## config.mk

```make
export PLATFORM = sky130hd
export DESIGN_NAME = pipeline_run_controller_flat
export DESIGN_NICKNAME = d
export VERILOG_FILES = /design/src/rtl/run_ctrl_pkg.sv /design/src/rtl/pipeline_run_controller_if.sv /design/src/rtl/pipeline_run_controller_step_sync.sv /design/src/rtl/pipeline_run_controller.sv /design/src/flat_wrapper.sv
export SDC_FILE = /design/constraint.sdc
export NUM_CORES = 1
export LEC_CHECK = 0
export CELL_PAD_IN_SITES_DETAIL_PLACEMENT = 0
export CELL_PAD_IN_SITES_GLOBAL_PLACEMENT = 1
export CORE_ASPECT_RATIO = 0.8
export CORE_MARGIN = 10
export CORE_UTILIZATION = 34
export CTS_CLUSTER_DIAMETER = 50
export DETAILED_ROUTE_END_ITERATION = 8
export PLACE_DENSITY = 0.79
export SETUP_SLACK_MARGIN = 0.3
export SYNTH_ARGS = -nofsm -noshare
export SYNTH_HDL_FRONTEND = slang
export SYNTH_SLANG_ARGS = --single-unit
```

## constraint.sdc

```tcl
create_clock -name clk -period 5.4 [get_ports clk]
set_input_delay 1.08 -clock clk [delete_from_list [all_inputs] [get_ports clk]]
set_output_delay 1.08 -clock clk [all_outputs]
set_load 0.02 [all_outputs]
```

## src/rtl/run_ctrl_pkg.sv

```systemverilog
// ============================================================================
// Module      : run_ctrl_pkg
// Description : Shared types and default constants for pipeline_run_controller.
// Revision    : 1.0 - initial release
// ============================================================================
`default_nettype none

package run_ctrl_pkg;

  localparam int c_n_default               = 24;
  localparam int c_flush_cycles_default    = 4;
  localparam int c_debounce_cycles_default = 16;

  typedef enum logic [2:0] {
    ST_OFF       = 3'd0,
    ST_FLUSH     = 3'd1,
    ST_RUN       = 3'd2,
    ST_STEP_WAIT = 3'd3,
    ST_STEP      = 3'd4,
    ST_HALT      = 3'd5
  } run_state_e;

endpackage : run_ctrl_pkg

`default_nettype wire

```

## src/rtl/pipeline_run_controller_if.sv

```systemverilog
// ============================================================================
// Module      : pipeline_run_controller_if
// Description : Control/status bundle between the run controller and its host.
// Revision    : 1.0 - initial release
// ============================================================================
`default_nettype none

interface pipeline_run_controller_if #(
  parameter int N = run_ctrl_pkg::c_n_default
) ();
  logic         pwr;
  logic         dbg;
  logic         stp;
  logic         halt_i;
  logic         cpu_en;
  logic         flush;
  logic         running;
  logic         halted;
  logic [2:0]   state_o;
  logic [N-1:0] cycle_count;

  modport master (
    output pwr, dbg, stp, halt_i,
    input  cpu_en, flush, running, halted, state_o, cycle_count
  );

  modport slave (
    input  pwr, dbg, stp, halt_i,
    output cpu_en, flush, running, halted, state_o, cycle_count
  );
endinterface : pipeline_run_controller_if

`default_nettype wire

```

## src/rtl/pipeline_run_controller_step_sync.sv

```systemverilog
// ============================================================================
// Module      : step_sync
// Description : Step button synchronizer, optional debounce (STEP_DEBOUNCE_EN)
//               and rising-edge detector producing a one-cycle step_pulse.
// Revision    : 1.0 - initial release
// ============================================================================
`default_nettype none

module step_sync #(
  parameter int DEBOUNCE_CYCLES = run_ctrl_pkg::c_debounce_cycles_default
) (
  input  wire logic clk,
  input  wire logic rst,
  input  wire logic stp,
  output logic      step_pulse
);

  logic [1:0] r_sync;

  always_ff @(posedge clk or negedge rst) begin
    if (!rst) r_sync <= 2'b00;
    else      r_sync <= {r_sync[0], stp};
  end

`ifdef STEP_DEBOUNCE_EN
  localparam int c_cw = $clog2(DEBOUNCE_CYCLES + 1);

  logic [c_cw-1:0] r_cnt;
  logic            r_level;
  logic            r_level_q;

  // The counter only advances while the synchronized input disagrees with the
  // accepted level; any return to agreement restarts the stability window.
  always_ff @(posedge clk or negedge rst) begin
    if (!rst) begin
      r_cnt     <= '0;
      r_level   <= 1'b0;
      r_level_q <= 1'b0;
    end else begin
      r_level_q <= r_level;
      if (r_sync[1] == r_level) begin
        r_cnt <= '0;
      end else if (r_cnt == c_cw'(DEBOUNCE_CYCLES - 1)) begin
        r_level <= r_sync[1];
        r_cnt   <= '0;
      end else begin
        r_cnt <= r_cnt + c_cw'(1);
      end
    end
  end

  assign step_pulse = r_level & ~r_level_q;
`else
  logic r_prev;

  always_ff @(posedge clk or negedge rst) begin
    if (!rst) r_prev <= 1'b0;
    else      r_prev <= r_sync[1];
  end

  assign step_pulse = r_sync[1] & ~r_prev;
`endif

endmodule : step_sync

`default_nettype wire

```

## src/rtl/pipeline_run_controller.sv

```systemverilog
// ============================================================================
// Module      : pipeline_run_controller
// Description : Power/flush/run/single-step/halt sequencer for a CPU pipeline.
//               Optional step debounce enabled by defining STEP_DEBOUNCE_EN.
// Revision    : 1.0 - initial release
// ============================================================================
`default_nettype none

module pipeline_run_controller
  import run_ctrl_pkg::*;
#(
  parameter int N               = c_n_default,
  parameter int FLUSH_CYCLES    = c_flush_cycles_default,
  parameter int DEBOUNCE_CYCLES = c_debounce_cycles_default
) (
  input wire logic                 clk,
  input wire logic                 rst,
  pipeline_run_controller_if.slave bus
);

  localparam logic [2:0] S_OFF       = ST_OFF;
  localparam logic [2:0] S_FLUSH     = ST_FLUSH;
  localparam logic [2:0] S_RUN       = ST_RUN;
  localparam logic [2:0] S_STEP_WAIT = ST_STEP_WAIT;
  localparam logic [2:0] S_STEP      = ST_STEP;
  localparam logic [2:0] S_HALT      = ST_HALT;

  localparam int              c_fw         = (FLUSH_CYCLES > 1) ? $clog2(FLUSH_CYCLES) : 1;
  localparam logic [c_fw-1:0] c_flush_last = c_fw'(FLUSH_CYCLES - 1);

  if (FLUSH_CYCLES < 1 || DEBOUNCE_CYCLES < 1) begin : g_bad_params
    $error("FLUSH_CYCLES and DEBOUNCE_CYCLES must be at least 1");
  end

  logic [2:0]      r_state;
  logic [2:0]      w_next;
  logic [c_fw-1:0] r_flush_cnt;
  logic [N-1:0]    r_count;
  logic            w_cpu_en;
  logic            w_step_pulse;

  step_sync #(
    .DEBOUNCE_CYCLES (DEBOUNCE_CYCLES)
  ) u_step_sync (
    .clk        (clk),
    .rst        (rst),
    .stp        (bus.stp),
    .step_pulse (w_step_pulse)
  );

  // halt_i is only sampled in states where cpu_en is high (RUN, STEP).
  always_comb begin
    w_next = r_state;
    if (!bus.pwr) begin
      w_next = S_OFF;
    end else begin
      case (r_state)
        S_OFF:       w_next = S_FLUSH;
        S_FLUSH:     if (r_flush_cnt == c_flush_last)
                       w_next = bus.dbg ? S_STEP_WAIT : S_RUN;
        S_RUN:       if (bus.halt_i)     w_next = S_HALT;
                     else if (bus.dbg)   w_next = S_STEP_WAIT;
        S_STEP_WAIT: if (w_step_pulse)   w_next = S_STEP;
                     else if (!bus.dbg)  w_next = S_RUN;
        S_STEP:      w_next = bus.halt_i ? S_HALT : S_STEP_WAIT;
        S_HALT:      w_next = S_HALT;
        default:     w_next = S_OFF;
      endcase
    end
  end

  assign w_cpu_en = (r_state == S_RUN) || (r_state == S_STEP);

  always_ff @(posedge clk or negedge rst) begin
    if (!rst) begin
      r_state     <= S_OFF;
      r_flush_cnt <= '0;
      r_count     <= '0;
    end else begin
      r_state     <= w_next;
      r_flush_cnt <= (r_state == S_FLUSH) ? r_flush_cnt + c_fw'(1) : '0;
      if (r_state == S_FLUSH)
        r_count <= '0;
      else if (w_cpu_en && (r_count != {N{1'b1}}))
        r_count <= r_count + N'(1);
    end
  end

  assign bus.cpu_en      = w_cpu_en;
  assign bus.flush       = (r_state == S_FLUSH);
  assign bus.running     = w_cpu_en;
  assign bus.halted      = (r_state == S_HALT);
  assign bus.state_o     = r_state;
  assign bus.cycle_count = r_count;

endmodule : pipeline_run_controller

`default_nettype wire

```

## src/flat_wrapper.sv

```systemverilog
// flat-port wrapper written by rule: the top's interface ports become plain ports
module pipeline_run_controller_flat import run_ctrl_pkg::*;
#(
  parameter int N               = c_n_default,
  parameter int FLUSH_CYCLES    = c_flush_cycles_default,
  parameter int DEBOUNCE_CYCLES = c_debounce_cycles_default
)
  (clk, rst, bus_pwr, bus_dbg, bus_stp, bus_halt_i, bus_cpu_en, bus_flush, bus_running, bus_halted, bus_state_o, bus_cycle_count);
  pipeline_run_controller_if #(.N(N)) bus_i ();
  input wire logic clk;
  input wire logic rst;
  input wire logic [$bits(bus_i.pwr)-1:0] bus_pwr;
  input wire logic [$bits(bus_i.dbg)-1:0] bus_dbg;
  input wire logic [$bits(bus_i.stp)-1:0] bus_stp;
  input wire logic [$bits(bus_i.halt_i)-1:0] bus_halt_i;
  output wire logic [$bits(bus_i.cpu_en)-1:0] bus_cpu_en;
  output wire logic [$bits(bus_i.flush)-1:0] bus_flush;
  output wire logic [$bits(bus_i.running)-1:0] bus_running;
  output wire logic [$bits(bus_i.halted)-1:0] bus_halted;
  output wire logic [$bits(bus_i.state_o)-1:0] bus_state_o;
  output wire logic [$bits(bus_i.cycle_count)-1:0] bus_cycle_count;
  assign bus_i.pwr = bus_pwr;
  assign bus_i.dbg = bus_dbg;
  assign bus_i.stp = bus_stp;
  assign bus_i.halt_i = bus_halt_i;
  assign bus_cpu_en = bus_i.cpu_en;
  assign bus_flush = bus_i.flush;
  assign bus_running = bus_i.running;
  assign bus_halted = bus_i.halted;
  assign bus_state_o = bus_i.state_o;
  assign bus_cycle_count = bus_i.cycle_count;
  pipeline_run_controller #(.N(N), .FLUSH_CYCLES(FLUSH_CYCLES), .DEBOUNCE_CYCLES(DEBOUNCE_CYCLES)) u_core (.clk(clk), .rst(rst), .bus(bus_i));
endmodule
```

Word-level counts from Yosys, hierarchy flattened --
Cells that the tools add are included.
Storage, ports and cells: output and inout port bits 31, bits of input ports 6, logic and storage cells 36, register bits after elaboration 32
Cells by class: add/sub/neg operators 2, muxes and demuxes 12, reduce and logical (&&, ||, !) cells 5, eq/ne operators 10, bitwise operators 2
Operator list (number):
- 24-bit two-way mux | 2
- 24-bit by 1-bit adder with 24-bit output, second input constant | 1
- 24-bit != test, second input constant | 1
- 3-bit two-way mux | 7
- 3-bit case mux with 6 select lines | 1
- 4-bit != test, second input constant | 2
- 3-bit by 2-bit equality test with 1-bit output, second input constant | 2
- 3-bit equality test, second input constant | 2
- 3-bit by 1-bit equality test with 1-bit output, second input constant | 1
- 3-bit logical NOT | 1
- 3-bit by 2-bit != test with 1-bit output, second input constant | 1
- 3-bit AND reduction | 1
- 2-bit by 1-bit adder with 2-bit output, second input constant | 1
- 2-bit equality test, second input constant | 1
- 2-bit two-way mux | 1
- 2-bit nonzero test | 1
- 1-bit AND | 1
- 1-bit logical AND | 1
- 1-bit logical OR | 1
- 1-bit two-way mux | 1
- 1-bit inverter | 1

Logic depth before layout (Yosys ltp) --
depth in word-level cells 5, mapped depth 8

By module --
From an unflattened synthesis, not the netlist that was laid out.
Second synthesis, totals: cells, all modules 194, area, all modules 1856.8 um2
By module, submodules not included:
- pipeline_run_controller | sequential area each 725.7 um2, times used 1, area an instance 1767.9 um2, cells each 190
- step_sync | sequential area each 75.1 um2, times used 1, area an instance 88.8 um2, cells each 4

Worst setup path after synthesis --
OpenSTA, ideal clock, no wires.
path type reg-to-output, from register u_core.r_state[2], in the netlist u_core.bus.state_o[2], to output port bus_running, cell stages (with the launch flop) 7, arrival time 1.467 ns, buffers on the path 3, path slack 2.853 ns, cell sequence dfrtp_1 -> buf_2 -> xnor2_1 -> or2_1 -> buf_2 -> inv_2 -> buf_4
On the way: cells in the longest elaborated chain, start to end 2, elaborated cells between the ends (all ways) 3, those cells by class eq/ne: 2; reduce/logical: 1
RTL lines:
- start, declared | line pipeline_run_controller.sv:35 | logic [2:0] r_state;
- start signal, assigned | line pipeline_run_controller.sv:80 | r_state <= w_next;
- 3-bit by 2-bit equality test with 1-bit output or 3-bit equality test (tied branches) | line pipeline_run_controller.sv:72 | assign w_cpu_en = (r_state == S_RUN) || (r_state == S_STEP);
- 1-bit logical OR * | line pipeline_run_controller.sv:72
- end, declared | line flat_wrapper.sv:18 | output wire logic [$bits(bus_i.running)-1:0] bus_running;
Every way passes the cells marked *; elsewhere a longest branch is shown, timed or not.

Final worst setup path --
from register u_core.r_state[0], in the netlist u_core.bus.state_o[0], to output port bus_flush
On the way: cells in the longest elaborated chain, start to end 1
RTL lines:
- 3-bit by 1-bit equality test with 1-bit output | line pipeline_run_controller.sv:90 | assign bus.flush = (r_state == S_FLUSH);
- end, declared | line flat_wrapper.sv:17 | output wire logic [$bits(bus_i.flush)-1:0] bus_flush;
Every way passes these cells.

==> run summary <==
crit share post-route -> 0.608
f_max -> 0.304 GHz
largest area contributor in the netlist -> dfrtp_1
post-route cell area -> 0.00227 mm2
CP max-delay cell -> clkdlybuf4s50_1
Worst slew margin -> 0.329
Setup WS pre-CTS -> 2.42 ns
Post-synth EDFFs -> 0
total placed cells including tap cells -> 277
top-area cell type share of the netlist area -> 0.449
CTS tree -> done
dpl cell area -> 0.00218 mm2
number of I/O port buffers -> 36
worst skew pair latency -> 0.28 ns
first-pass GRT wire length -> 7680 um
fin util -> 0.451
WL/cell -> 15.7 um
total power -> 0.516 mW
Reg2Reg Setup Slack -> 2.99 ns
Leakage -> 0.952 nW
crit path kind -> flop to output port
max-capacitance violation count -> 0
clock skew -> 0.00556 ns
final setup margin -> 2.12 ns
async set-reset flop share out of synthesis -> 1.00
prevailing post-synth register cell -> dfrtp_1
post_cts resized -> 0
syn avg cell area -> 9.58 um2
row count -> 23
leading cell types by count after synthesis -> dfrtp_1, nand2_1, nand3_1, nor2_1, a21oi_1
worst-path fanout max -> 12
status -> complete, no violations
Layout Nets -> 230
Filler cells -> 491
worst-margin pin slew -> 1.01 ns
critical path cell sequence -> or3b_1 -> inv_2 -> clkdlybuf4s50_1
Critical Path RT -> 4.32 ns
synthesized instance count -> 186
Starting Density -> 0.354
Die Width -> 101 um
DRC violations left -> 0
1st-iter DRT viols -> 102
Vias -> 1535
H-tree depth -> 2
Final Setup Violations -> 0
dpl hpwl -> 3220 um
Setup crit end -> bus_flush
number of global-route vias before repair -> 1472
RSZ-0062 raised after global routing -> no
Mapped Area -> 0.00178 mm2
layout cells sized above 1 -> 0.104
Min Hold Slack -> 0.349 ns
Net Count, Synth -> 194
Peak VDD IR -> 0.102 mV
worst hold path type -> flop to flop
Die Height -> 84.7 um
Overall Global Routing Usage -> 0.111
Inserted Clock Buffers -> 5
Critical R2R Capture -> u_core.bus.cycle_count[3]$_DFFE_PN0P_
endpoints failing hold -> 0
Diodes inserted -> 0
Fin Setup TNS -> 0 ns
final WL -> 4450 um
first drt pass iteration count -> 4
Overflow after GRT -> 0
core footprint -> 0.00504 mm2
post-route ant nets -> 0
antenna violations before repair -> 0
top post-synthesis cells by area -> dfrtp_1, nand3_1, nand2_1, a21oi_1, mux2i_1
Final Non-Filler Cells -> 284
largest net degree at the start of global routing -> 33
#FFs+latches synth -> 32
post-CTS setup buffer count -> 0
cts hold-fix bufs -> 0
Clock Path Buffers -> 2
Worst EP arrival -> 2.20 ns
most frequent cell after synthesis -> dfrtp_1
Seq/Total Area, Yosys -> 0.449
crit path time final -> 3.28 ns
Vias/cell -> 5.40
clk sink count -> 32
Slew Viols, Final -> 0
CP endpoint kind -> output port
Reg-to-Reg Start -> u_core.bus.cycle_count[0]$_DFFE_PN0P_
number of distinct library cells after synthesis -> 48
Syn-to-layout area delta -> 27.5%
synthesis warning total -> 0
Slowest Stage Delay on Critical Path -> 0.62 ns
GPL Wtd Cong -> 0.760
Setup crit start kind -> flop
crit path launch -> u_core.bus.state_o[0]$_DFFE_PN0P_
CTS Root Cell -> clkbuf_8
Clock transition at path regs -> 0.06 ns
die area -> 0.00855 mm2
num ports -> 37
Power Density -> 227 mW/mm2
Worst R2R Path Depth -> 7
-- critical path, delay by kind of cell (launching register included) --
| family | cells | cell delay (ns) |
|---|---|---|
| buffers and inverters | 2 | 0.81 |
| AND/OR/NAND/NOR | 1 | 0.60 |
| flip-flops | 1 | 0.51 |
-- logic make-up after synthesis --
kind of cell               after synthesis  synth area share
and+or+nand+nor                         77             0.251
AOI/OAI and AO/OA                       48             0.176
DFF                                     32             0.449
buffers and inverters                   15            0.0456
xor gates and xnor gates                 6            0.0295
muxes                                    6            0.0344
adders and majority gates                2            0.0140
-- how the worst min path moves through the flow --
| stage | from | end | cells after the start |
|---|---|---|---|
| final | u_core.u_step_sync.r_sync[0]$_DFF_PN0_ | u_core.u_step_sync.r_sync[1]$_DFF_PN0_ | 0 |
| after global routing | u_core.u_step_sync.r_sync[0]$_DFF_PN0_ | u_core.u_step_sync.r_sync[1]$_DFF_PN0_ | 0 |
| after CTS | u_core.u_step_sync.r_sync[0]$_DFF_PN0_ | u_core.u_step_sync.r_sync[1]$_DFF_PN0_ | 0 |
| after detailed placement | u_core.u_step_sync.r_sync[0]$_DFF_PN0_ | u_core.u_step_sync.r_sync[1]$_DFF_PN0_ | 0 |
| after global placement | u_core.u_step_sync.r_sync[0]$_DFF_PN0_ | u_core.u_step_sync.r_sync[1]$_DFF_PN0_ | 0 |
| after floorplan | u_core.u_step_sync.r_sync[0]$_DFF_PN0_ | u_core.u_step_sync.r_sync[1]$_DFF_PN0_ | 0 |
-- power breakdown --
part	switching, mW	leakage (nW)	internal, mW
registers	0.00767	0.436	0.247
logic	0.0395	0.466	0.0252
clock network	0.0840	0.0503	0.113
total	0.131	0.952	0.385
-- registers in the layout (all words and copies together) (netlist names) --
register and count:
u_core.bus.cycle_count 24, u_core.bus.state_o 3, u_core.r_flush_cnt 2, u_core.u_step_sync.r_prev 1, u_core.u_step_sync.r_sync 2
-- layout by cell type (no fill, tap or decap), types with 2 or more instances in the layout --
master | netlist | layout
nor4_1 | 2 | 2
a21oi_1 | 10 | 10
and2_1 | 2 | 2
o21ai_1 | 8 | 8
a211oi_1 | 3 | 3
dfrtp_1 | 32 | 32
clkbuf_8 | 0 | 7
o211ai_1 | 2 | 2
and3_1 | 5 | 5
nand2_1 | 18 | 18
nand4_1 | 5 | 5
o21ai_0 | 6 | 6
nand3_1 | 14 | 14
nor2_1 | 12 | 12
and4_1 | 2 | 2
mux2i_1 | 5 | 5
clkdlybuf4s50_1 | 0 | 36
inv_2 | 2 | 2
xnor2_1 | 5 | 5
inv_1 | 4 | 4
buf_4 | 3 | 2
nand2b_1 | 4 | 4
nor3_1 | 3 | 3
a31oi_1 | 7 | 7
ha_1 | 2 | 2
a221o_1 | 2 | 2
-- final cells by class --
class	instances	area, um2	area share
inverter	6	22.5	0.00991
multi-input combinational	139	900	0.396
sequential	32	801	0.352
tap	62	77.6	0.0341
clock buffer	7	96.3	0.0424
timing repair buffer	38	375	0.165
-- layer usage --
metal | GRT usage | vias to the layer above | part of all wire
li1 | - | 757 | -
met1 | 0.150 | 732 | 0.48
met2 | 0.155 | 41 | 0.42
met3 | 0.0483 | 5 | 0.088
met4 | 0.0303 | 0 | 0.010
met5 | 0 | - | 0
(Power assumes the default switching activity.)
==> RTL change: new RTL, same settings <==
`c_n_default`: 24 -> 12.
--- a/src/rtl/run_ctrl_pkg.sv
+++ b/src/rtl/run_ctrl_pkg.sv
@@ -8,5 +8,5 @@
 package run_ctrl_pkg;
 
-  localparam int c_n_default               = 24;
+  localparam int c_n_default               = 12;
   localparam int c_flush_cycles_default    = 4;
   localparam int c_debounce_cycles_default = 16;
Ports: changed (resized bus_cycle_count); port bits go from 37 to 25. No check against the original RTL was run, so the function may have changed too.
==> RTL change against the original RTL <==
  * Count of clock-buffer cells in the layout decreased by 3
  * Power decreased by 32%
  * Clock power decreased by 43%
  * Worst setup slack improved by 0.072 ns
  * Non-clock buffer count decreased by 14
  * Final area decreased by 40%
  * Sequential cell count decreased by 12
  * Die area decreased by 33%
  * Utilization increased by 2.5 points
  * Global-route usage decreased by 2.3 points
  * Synthesized area decreased by 41%
  * Critical path depth unchanged
  * Wire length decreased by 45%
  * Critical path type unchanged
==> RTL change: results (changes against the original RTL) <==
[outcome]
outcome = finished, final reports clean

[critical_path]
cp_max_fo = 15  ; +3
max_stage_delay_ns = 0.64  ; +0.02 ns
crit_start = u_core.bus.state_o[0]$_DFFE_PN0P_
cp.arrival_ns = 2.13  ; -0.07 ns
r2r-end = u_core.bus.cycle_count[2]$_DFFE_PN0P_
ff2ff_path_depth = 5  ; -2

[power]
power_switching_mw = 0.0976  ; -26%
total_power_mw = 0.352  ; -32%
comb_power_share_pct = 19.4  ; +6.9 points
ir_drop_mv = 0.121  ; +19%

[clock_network]
cts_inserted_buffers = 3  ; -2
htreeDepth = 1  ; -1
insertion_delay_ns = 0.26  ; -0.02 ns
clk_pin_slew_ns = 0.08  ; +0.02 ns

[placed_design]
gp_congestion = 0.857  ; +13%
port_buffers = 24  ; -33%
dp_hpwl_um = 1850  ; -43%
dp_slack_ns = 2.46  ; +0.0464 ns
place_area_um2 = 1300  ; -40%
dp_cells = 163  ; -41%

[logic_synthesis]
syn_nets = 115  ; -41%
synthTopCellsByCount = dfrtp_1 (20), nand2_1 (13), mux2i_1 (8)
synth_cells = 107  ; -42%
seq_area_frac_synth_pct = 47.9  ; +3.0 points

[grt]
grt_pass1_wl_um = 4060  ; -47%
grt_max_degree = 21  ; -36%
grt_use_total_pct = 8.76  ; -2.3 points

[detailed_routing]
vias = 844  ; -45%
drt-initial-drc-count = 84  ; -18%

[finish]
nNetsFinal = 138  ; -40%
drive_gt1_share_pct = 6.98  ; -3.4 points
finalNonFillerCells = 167  ; -41%

[timing]
holdWs_ns = 0.359  ; +0.0102 ns
max_freq_mhz = 311  ; +2.2%
tightest_slew_ns = 0.898  ; -0.108 ns

-- RTL change: layer usage --
| metal | track usage [%] | wire (um) | vias to the layer above |
|---|---|---|---|
| met5 | 0 | 0 | - |
| met4 | 3.37 | 37 | 0 |
| met3 | 2.58 | 123 | 4 |
| met2 | 13.6 | 1120 | 13 |
| met1 | 11.0 | 1160 | 405 |
| li1 | - | - | 422 |
-- RTL change: layout make-up --
| type | instances | area (um^2) |
|---|---|---|
| tap | 38 | 47.5 |
| timing repair buffer | 24 | 240 |
| sequential | 20 | 500 |
| inverter | 5 | 18.8 |
| fill | 272 | 1490 |
| multi-input combinational | 76 | 495 |
| clock buffer | 4 | 55.1 |
-- RTL change: kinds of logic after synthesis --
logic type	after synthesis	share of synthesized area [%]
AND/OR/NAND/NOR	49	26.0
flip-flops	20	47.9
AO/OA/AOI/OAI	16	10.5
buffers and inverters	11	4.67
multiplexers	8	7.66
adder cells (fa/ha/maj)	2	2.39
XOR/XNOR	1	0.838
